--- src/rtl/param_wb_cache.sv ---
// Two-way set-associative write-back, write-allocate cache with LRU replacement.
// Optional hit/miss counters are enabled by defining CACHE_STATS_EN.
module param_wb_cache #(
    parameter int ADDR_W     = 10,
    parameter int WORD_W     = 10,
    parameter int LINE_WORDS = 2,
    parameter int SETS       = 8
) (
    input  logic              clk,
    input  logic              rst,
    input  logic              cpu_req,
    input  logic              cpu_rw,
    input  logic [ADDR_W-1:0] cpu_addr,
    input  logic [WORD_W-1:0] cpu_wdata,
    output logic [WORD_W-1:0] cpu_rdata,
    output logic              cpu_ready,
    output logic              mem_req,
    output logic              mem_rw,
    output logic [ADDR_W-1:0] mem_addr,
    output logic [WORD_W-1:0] mem_wdata,
    input  logic [WORD_W-1:0] mem_rdata,
    input  logic              mem_ready,
    output logic [15:0]       hit_count,
    output logic [15:0]       miss_count
);

    localparam int OFF_W = $clog2(LINE_WORDS);
    localparam int IDX_W = $clog2(SETS);
    localparam int TAG_W = ADDR_W - OFF_W - IDX_W;
    localparam logic [OFF_W-1:0] FIRST_OFF = '0;
    localparam logic [OFF_W-1:0] LAST_OFF  = OFF_W'(LINE_WORDS - 1);

    typedef enum logic [1:0] {IDLE, WRITEBACK, ALLOCATE, RESPOND} state_t;
    state_t state;

    logic [1:0][SETS-1:0] valid;
    logic [1:0][SETS-1:0] dirty;
    logic [SETS-1:0]      lru;
    logic [TAG_W-1:0]     tags [2][SETS];
    logic [WORD_W-1:0]    data [2][SETS][LINE_WORDS];

    logic              req_rw;
    logic [ADDR_W-1:0] req_addr;
    logic [WORD_W-1:0] req_wdata;
    logic              way;
    logic [OFF_W-1:0]  k;
    logic [OFF_W-1:0]  k_nxt;

    logic [TAG_W-1:0] c_tag, r_tag;
    logic [IDX_W-1:0] c_idx, r_idx;
    logic [OFF_W-1:0] c_off, r_off;
    logic             hit0, hit1, hit, hit_way, vic_way;

    always_comb begin
        c_tag   = cpu_addr[ADDR_W-1 -: TAG_W];
        c_idx   = cpu_addr[OFF_W +: IDX_W];
        c_off   = cpu_addr[OFF_W-1:0];
        r_tag   = req_addr[ADDR_W-1 -: TAG_W];
        r_idx   = req_addr[OFF_W +: IDX_W];
        r_off   = req_addr[OFF_W-1:0];
        k_nxt   = k + 1'b1;
        hit0    = valid[1'b0][c_idx] && (tags[1'b0][c_idx] == c_tag);
        hit1    = valid[1'b1][c_idx] && (tags[1'b1][c_idx] == c_tag);
        hit     = hit0 || hit1;
        hit_way = !hit0;
        if (!valid[1'b0][c_idx])      vic_way = 1'b0;
        else if (!valid[1'b1][c_idx]) vic_way = 1'b1;
        else                          vic_way = lru[c_idx];
    end

    // Line storage carries no reset; valid bits alone decide whether it is meaningful.
    always_ff @(posedge clk) begin
        if (state == IDLE && cpu_req && hit && cpu_rw)
            data[hit_way][c_idx][c_off] <= cpu_wdata;
        if (state == ALLOCATE && mem_ready) begin
            if (req_rw && k == r_off) data[way][r_idx][k] <= req_wdata;
            else                      data[way][r_idx][k] <= mem_rdata;
            if (k == LAST_OFF) tags[way][r_idx] <= r_tag;
        end
    end

    always_ff @(posedge clk or posedge rst) begin
        if (rst) begin
            state     <= IDLE;
            valid     <= '0;
            dirty     <= '0;
            lru       <= '0;
            req_rw    <= 1'b0;
            req_addr  <= '0;
            req_wdata <= '0;
            way       <= 1'b0;
            k         <= '0;
            cpu_rdata <= '0;
            cpu_ready <= 1'b0;
            mem_req   <= 1'b0;
            mem_rw    <= 1'b0;
            mem_addr  <= '0;
            mem_wdata <= '0;
        end else begin
            case (state)
                IDLE: if (cpu_req) begin
                    req_rw    <= cpu_rw;
                    req_addr  <= cpu_addr;
                    req_wdata <= cpu_wdata;
                    k         <= '0;
                    if (hit) begin
                        way            <= hit_way;
                        lru[c_idx]     <= ~hit_way;
                        cpu_ready      <= 1'b1;
                        state          <= RESPOND;
                        if (cpu_rw) begin
                            dirty[hit_way][c_idx] <= 1'b1;
                            cpu_rdata             <= cpu_wdata;
                        end else begin
                            cpu_rdata <= data[hit_way][c_idx][c_off];
                        end
                    end else begin
                        way     <= vic_way;
                        mem_req <= 1'b1;
                        if (valid[vic_way][c_idx] && dirty[vic_way][c_idx]) begin
                            state     <= WRITEBACK;
                            mem_rw    <= 1'b1;
                            mem_addr  <= {tags[vic_way][c_idx], c_idx, FIRST_OFF};
                            mem_wdata <= data[vic_way][c_idx][FIRST_OFF];
                        end else begin
                            state     <= ALLOCATE;
                            mem_rw    <= 1'b0;
                            mem_addr  <= {c_tag, c_idx, FIRST_OFF};
                            mem_wdata <= '0;
                        end
                    end
                end
                WRITEBACK: if (mem_ready) begin
                    if (k == LAST_OFF) begin
                        k         <= '0;
                        state     <= ALLOCATE;
                        mem_rw    <= 1'b0;
                        mem_addr  <= {r_tag, r_idx, FIRST_OFF};
                        mem_wdata <= '0;
                    end else begin
                        k         <= k_nxt;
                        mem_addr  <= {tags[way][r_idx], r_idx, k_nxt};
                        mem_wdata <= data[way][r_idx][k_nxt];
                    end
                end
                ALLOCATE: if (mem_ready) begin
                    if (k == LAST_OFF) begin
                        valid[way][r_idx] <= 1'b1;
                        dirty[way][r_idx] <= req_rw;
                        lru[r_idx]        <= ~way;
                        mem_req           <= 1'b0;
                        mem_addr          <= '0;
                        cpu_ready         <= 1'b1;
                        state             <= RESPOND;
                        // The last word is still in flight, so it comes straight from memory.
                        if (req_rw)                cpu_rdata <= req_wdata;
                        else if (r_off == LAST_OFF) cpu_rdata <= mem_rdata;
                        else                       cpu_rdata <= data[way][r_idx][r_off];
                    end else begin
                        k        <= k_nxt;
                        mem_addr <= {r_tag, r_idx, k_nxt};
                    end
                end
                RESPOND: begin
                    cpu_ready <= 1'b0;
                    state     <= IDLE;
                end
                default: state <= IDLE;
            endcase
        end
    end

`ifdef CACHE_STATS_EN
    always_ff @(posedge clk or posedge rst) begin
        if (rst) begin
            hit_count  <= '0;
            miss_count <= '0;
        end else if (state == IDLE && cpu_req) begin
            if (hit) begin
                if (hit_count != '1) hit_count <= hit_count + 16'd1;
            end else if (miss_count != '1) begin
                miss_count <= miss_count + 16'd1;
            end
        end
    end
`else
    assign hit_count  = '0;
    assign miss_count = '0;
`endif

endmodule
--- config.mk ---
export PLATFORM = sky130hd
export DESIGN_NAME = param_wb_cache
export DESIGN_NICKNAME = d
export VERILOG_FILES = /design/src/rtl/param_wb_cache.sv
export SDC_FILE = /design/constraint.sdc
export NUM_CORES = 1
export LEC_CHECK = 0
export CAP_MARGIN = 20
export CORE_MARGIN = 8
export CORE_UTILIZATION = 46
export CTS_BUF_LIST = sky130_fd_sc_hd__clkbuf_4
export DETAILED_ROUTE_END_ITERATION = 8
export HOLD_SLACK_MARGIN = 0.1
export SLEW_MARGIN = 20
export SYNTH_ARGS = -nofsm -noshare
export SYNTH_HDL_FRONTEND = slang
export SYNTH_SLANG_ARGS = --single-unit
--- constraint.sdc ---
create_clock -name clk -period 4.3 [get_ports clk]
set_input_delay 0.645 -clock clk [delete_from_list [all_inputs] [get_ports clk]]
set_output_delay 0.645 -clock clk [all_outputs]
set_load 0.005 [all_outputs]
==> metrics.md <==
| Metric | Value |
|---|---|
| WL final | 141 mm |
| HPWL Detailed | 97.9 mm |
| Power per Cell Area | 616 mW/mm2 |
| Most frequent cell after synthesis | sky130_fd_sc_hd__nand2_1 |
| Number of enable flip-flop cells after synthesis | 416 |
| Clock net sink count | 514 |
| Total Power Consumption | 21.8 mW |
| Core Area | 0.0655 mm2 |
| Number of stages on the worst hold path | 5 |
| Leak Pwr | 12.6 nW |
| Longest Clk Path Bufs | 3 |
| Initial Utilization | 0.462 |
| Total Nets Final | 3049 |
| Final Slew Violations | 0 |
| Pin count of the biggest net entering global routing | 59 |
| Number of buffers added for setup after CTS | 0 |
| Classification of the worst setup path | reg2reg |
| Clock period minus worst slack | 4190 ps |
| Proportion of synthesized flip-flops having asynchronous set or reset | 0.191 |
| Largest vdd supply drop | 0.000395 V |
| Detailed Route Iter0 Violations | 4098 |
| Worst path required time | 5150 ps |
| H-tree lvl count | 4 |
| First-pass detailed-route iteration total | 6 |
| Vias/cell | 6.88 |
| Maximum frequency from static timing analysis | 0.239 GHz |
| Setup skew after layout | 73.8 ps |
| TritonCTS clock tree | done |
| Fraction of power spent switching nets | 0.428 |
| Post-synthesis adder-cell area fraction | 0.00248 |
| Fraction of synthesized cell area in xor and xnor cells | 0.00231 |
| Largest stage delay on the critical path | 600 ps |
| Vias in the first global route | 26630 |
| TritonCTS buffer count | 144 |
| Slew HR | 0.122 |
| Sort of element at the end of the critical path | flip-flop |
| Area fraction in compound gates after synthesis | 0.131 |
| Sequential share of power | 0.342 |
| Routability congestion estimate | 1.04 |
| Post-synthesis sequential element count | 514 |
| Cell count after synthesis | 2731 |
| Post-route ant nets | 0 |
| Hold path startpoint | cpu_addr[1] |
| Via count | 27420 |
| Seq/Total Area, Yosys | 0.494 |
| Boundary Pins | 100 |
| Antenna violations before repair | 7 |
| Sw Pwr | 9.31 mW |
| Setup repair after global routing missed its margin | false |
| Worst EP arrival | 5050 ps |
| Part of the cycle the worst path needs | 0.975 |
| Crit-path cells | mux4_2 -> mux2i_1 -> xor2_1 -> o21ai_1 -> nor4_4 -> buf_4 -> buf_6 -> mux4_1 -> a2111oi_0 -> a41oi_1 -> or4b_1 -> a31oi_1 |
| Wire length of the first global-routing pass | 197 mm |
| Clock power share | 0.216 |
| Worst min-delay path class | in2reg |
| Worst reg2reg path depth | 12 |
| Worst reg2reg path endpoint | cpu_rdata[0]$_DFFE_PP0P_ |
| Die Wd | 273 um |
| Area of the die | 0.0743 mm2 |
| Cell at the slowest stage of the critical path | sky130_fd_sc_hd__a2111oi_0 |
| Area growth from synthesis to final layout | 16.7% |
| Sequential cell area | 0.0150 mm2 |
| Share of cells above drive strength 1 | 0.247 |
| Finish-stage setup viols | 0 |
| Root Buffer Master | sky130_fd_sc_hd__clkbuf_4 |
| Internal power component | 12.4 mW |
| Worst slack on hold paths | 272 ps |
| Clock-pin slew on the worst setup and hold paths | 70 ps |
| Count of synthesis-stage warnings from yosys | 0 |
| Library cell with the largest summed area after synthesis | sky130_fd_sc_hd__edfxtp_1 |
| # rows | 94 |
| Run status | completed |
| Routed len/inst | 35.5 um |
| Worst slew pin tran | 1320 ps |
| Area share of and/or/nand/nor cells after synthesis | 0.134 |
| Global Route Usage Sum | 0.371 |
| Area share of the largest cell type after synthesis | 0.413 |
| Flip-flop cell with the highest count after synthesis | sky130_fd_sc_hd__edfxtp_1 |
| Main combinational cell family by area after synthesis | multiplexers |
| Critical path fanouts, max | 29 |
| Top area cells in the synthesized netlist | sky130_fd_sc_hd__edfxtp_1 (41%), sky130_fd_sc_hd__mux4_2 (10%), sky130_fd_sc_hd__dfrtp_1 (8.1%), sky130_fd_sc_hd__nand2_1 (7.5%), sky130_fd_sc_hd__mux2i_1 (5.7%) |
| Unique masters post-synth | 87 |
| Most used standard cells in the synthesized netlist | sky130_fd_sc_hd__nand2_1 (601), sky130_fd_sc_hd__edfxtp_1 (416), sky130_fd_sc_hd__a31oi_1 (179) |
| Gr ovfl total | 0 |
| Part of the total power dissipated in combinational logic | 0.442 |
| Multi-input combinational cell area | 0.0141 mm2 |
| Startpoint Class | flip-flop |
| Setup slack on the worst flop-to-flop path | 110 ps |
| Summed instance area of the synthesized netlist | 0.0303 mm2 |
| Setup slack of the critical path after layout | 109 ps |
| Portion of netlist area occupied by mux cells | 0.189 |
| Max-cap violations | 0 |
| Number of fillers in the final layout | 5712 |
| Number of I/O port buffers | 67 |
| Worst slack at placement | -620 ps |
| DRC violation count after routing | 0 |
| Post-synthesis area per instance | 11.1 um2 |
| Die height | 273 um |
| TNS Setup | 0 ps |
| End point of the worst hold path | mem_addr[7]$_DFFE_PP0P_ |
| R2R Path Start | tags[0][9]$_DFFE_PP_ |
| Number of hold-slack violations in the final timing report | 0 |
| Worst skew pair latency | 1030 ps |
-- layout make-up --
class,instances,share of cell area
antenna,3,0.000213
clock buffer,199,0.0423
clock inverter,56,0.0103
inverter,22,0.00241
multi-input combinational,1951,0.399
sequential,514,0.423
tap,864,0.0306
timing repair buffer,375,0.0921
-- registers in the layout, indices dropped and copies added, names as in the netlist, 16 cells and up --
name   cells
data     320
dirty     16
tags      96
valid     16
-- power by group through the flow --
stage                     clock network [mW]  registers, mW  logic, mW
after detailed placement                   0           7.47       9.22
after CTS                               4.72           7.38       9.27
after floorplan                            0           6.76       5.66
after global placement                     0           7.44       9.11
final                                   4.69           7.45       9.61
after global routing                    4.98           7.46       9.96
-- layout by cell type, fill, tap and decap left out, drive strengths merged, types with 11 or more instances in the layout --
cell type and count:
o32a 11, clkdlybuf4s50 64, buf 309, edfxtp 416
nand4 23, o21ai 72, nor2b 15, a22o 11
o211ai 20, nor3 11, a31oi 180, o221ai 14
a22oi 52, conb 32, mux2 46, clkbuf 200
inv 22, dfrtp 98, nand2 601, mux4 153
mux2i 172, clkinv 49, nand3 80, or2 19
nor2 144, and3 11, a21oi 61, o22ai 55
-- cell families after synthesis --
family	count (synthesis)
flops	514
xor+xnor	8
simple gates	952
compound gates	582
other cells	1
fa+ha+maj	6
mux	371
buf+inv	297
-- how the worst max path moves through the flow --
stage	startpoint	endpoint	slack (ps)	cells past startpoint
floorplan	cpu_addr[2]	data[0][140]$_DFFE_PP_	70	13
global route	tags[1][3]$_DFFE_PP_	data[1][83]$_DFFE_PP_	10	11
global placement	cpu_addr[2]	cpu_rdata[9]$_DFFE_PP0P_	-620	13
finish	tags[0][9]$_DFFE_PP_	cpu_rdata[0]$_DFFE_PP0P_	110	12
CTS	tags[0][18]$_DFFE_PP_	cpu_rdata[4]$_DFFE_PP0P_	1	12
detailed placement	cpu_addr[2]	cpu_rdata[9]$_DFFE_PP0P_	-620	13
-- critical path: cells and delay by family, from the launching register on --
| family | cells | cell delay, ps |
|---|---|---|
| muxes | 3 | 1150 |
| xor gates and xnor gates | 1 | 220 |
| buffers and inverters | 2 | 670 |
| and+or+nand+nor | 2 | 630 |
| DFF | 1 | 430 |
| AOI/OAI and AO/OA | 4 | 920 |
-- through the flow --
stage | instance area [um2] | util | std cells
after floorplan | 30400 | - | 2762
after global placement | 33400 | 0.509 | 3723
after detailed placement | 33400 | 0.510 | 3724
after CTS | 35300 | 0.538 | 3980
after global routing | 35300 | 0.539 | 3983
final | 35300 | 0.539 | 3984
-- metal layers --
layer | GRT usage | vias to the layer above | part of all wire
met3 | 0.130 | 559 | 0.14
met5 | 0 | - | 0.00036
met1 | 0.467 | 13346 | 0.35
met4 | 0.237 | 8 | 0.072
li1 | - | 11027 | -
met2 | 0.543 | 2480 | 0.43
-- what timing repair did --
item                       in CTS  in global routing
cloned                          0                  1
gates resized for setup         2                  7
setup endpoints to repair       1                 15
pin swaps                       0                  1
hold buffers                    1                  0
hold endpoints to repair       36                  0
Note: power is estimated with default switching activity, not from simulation.
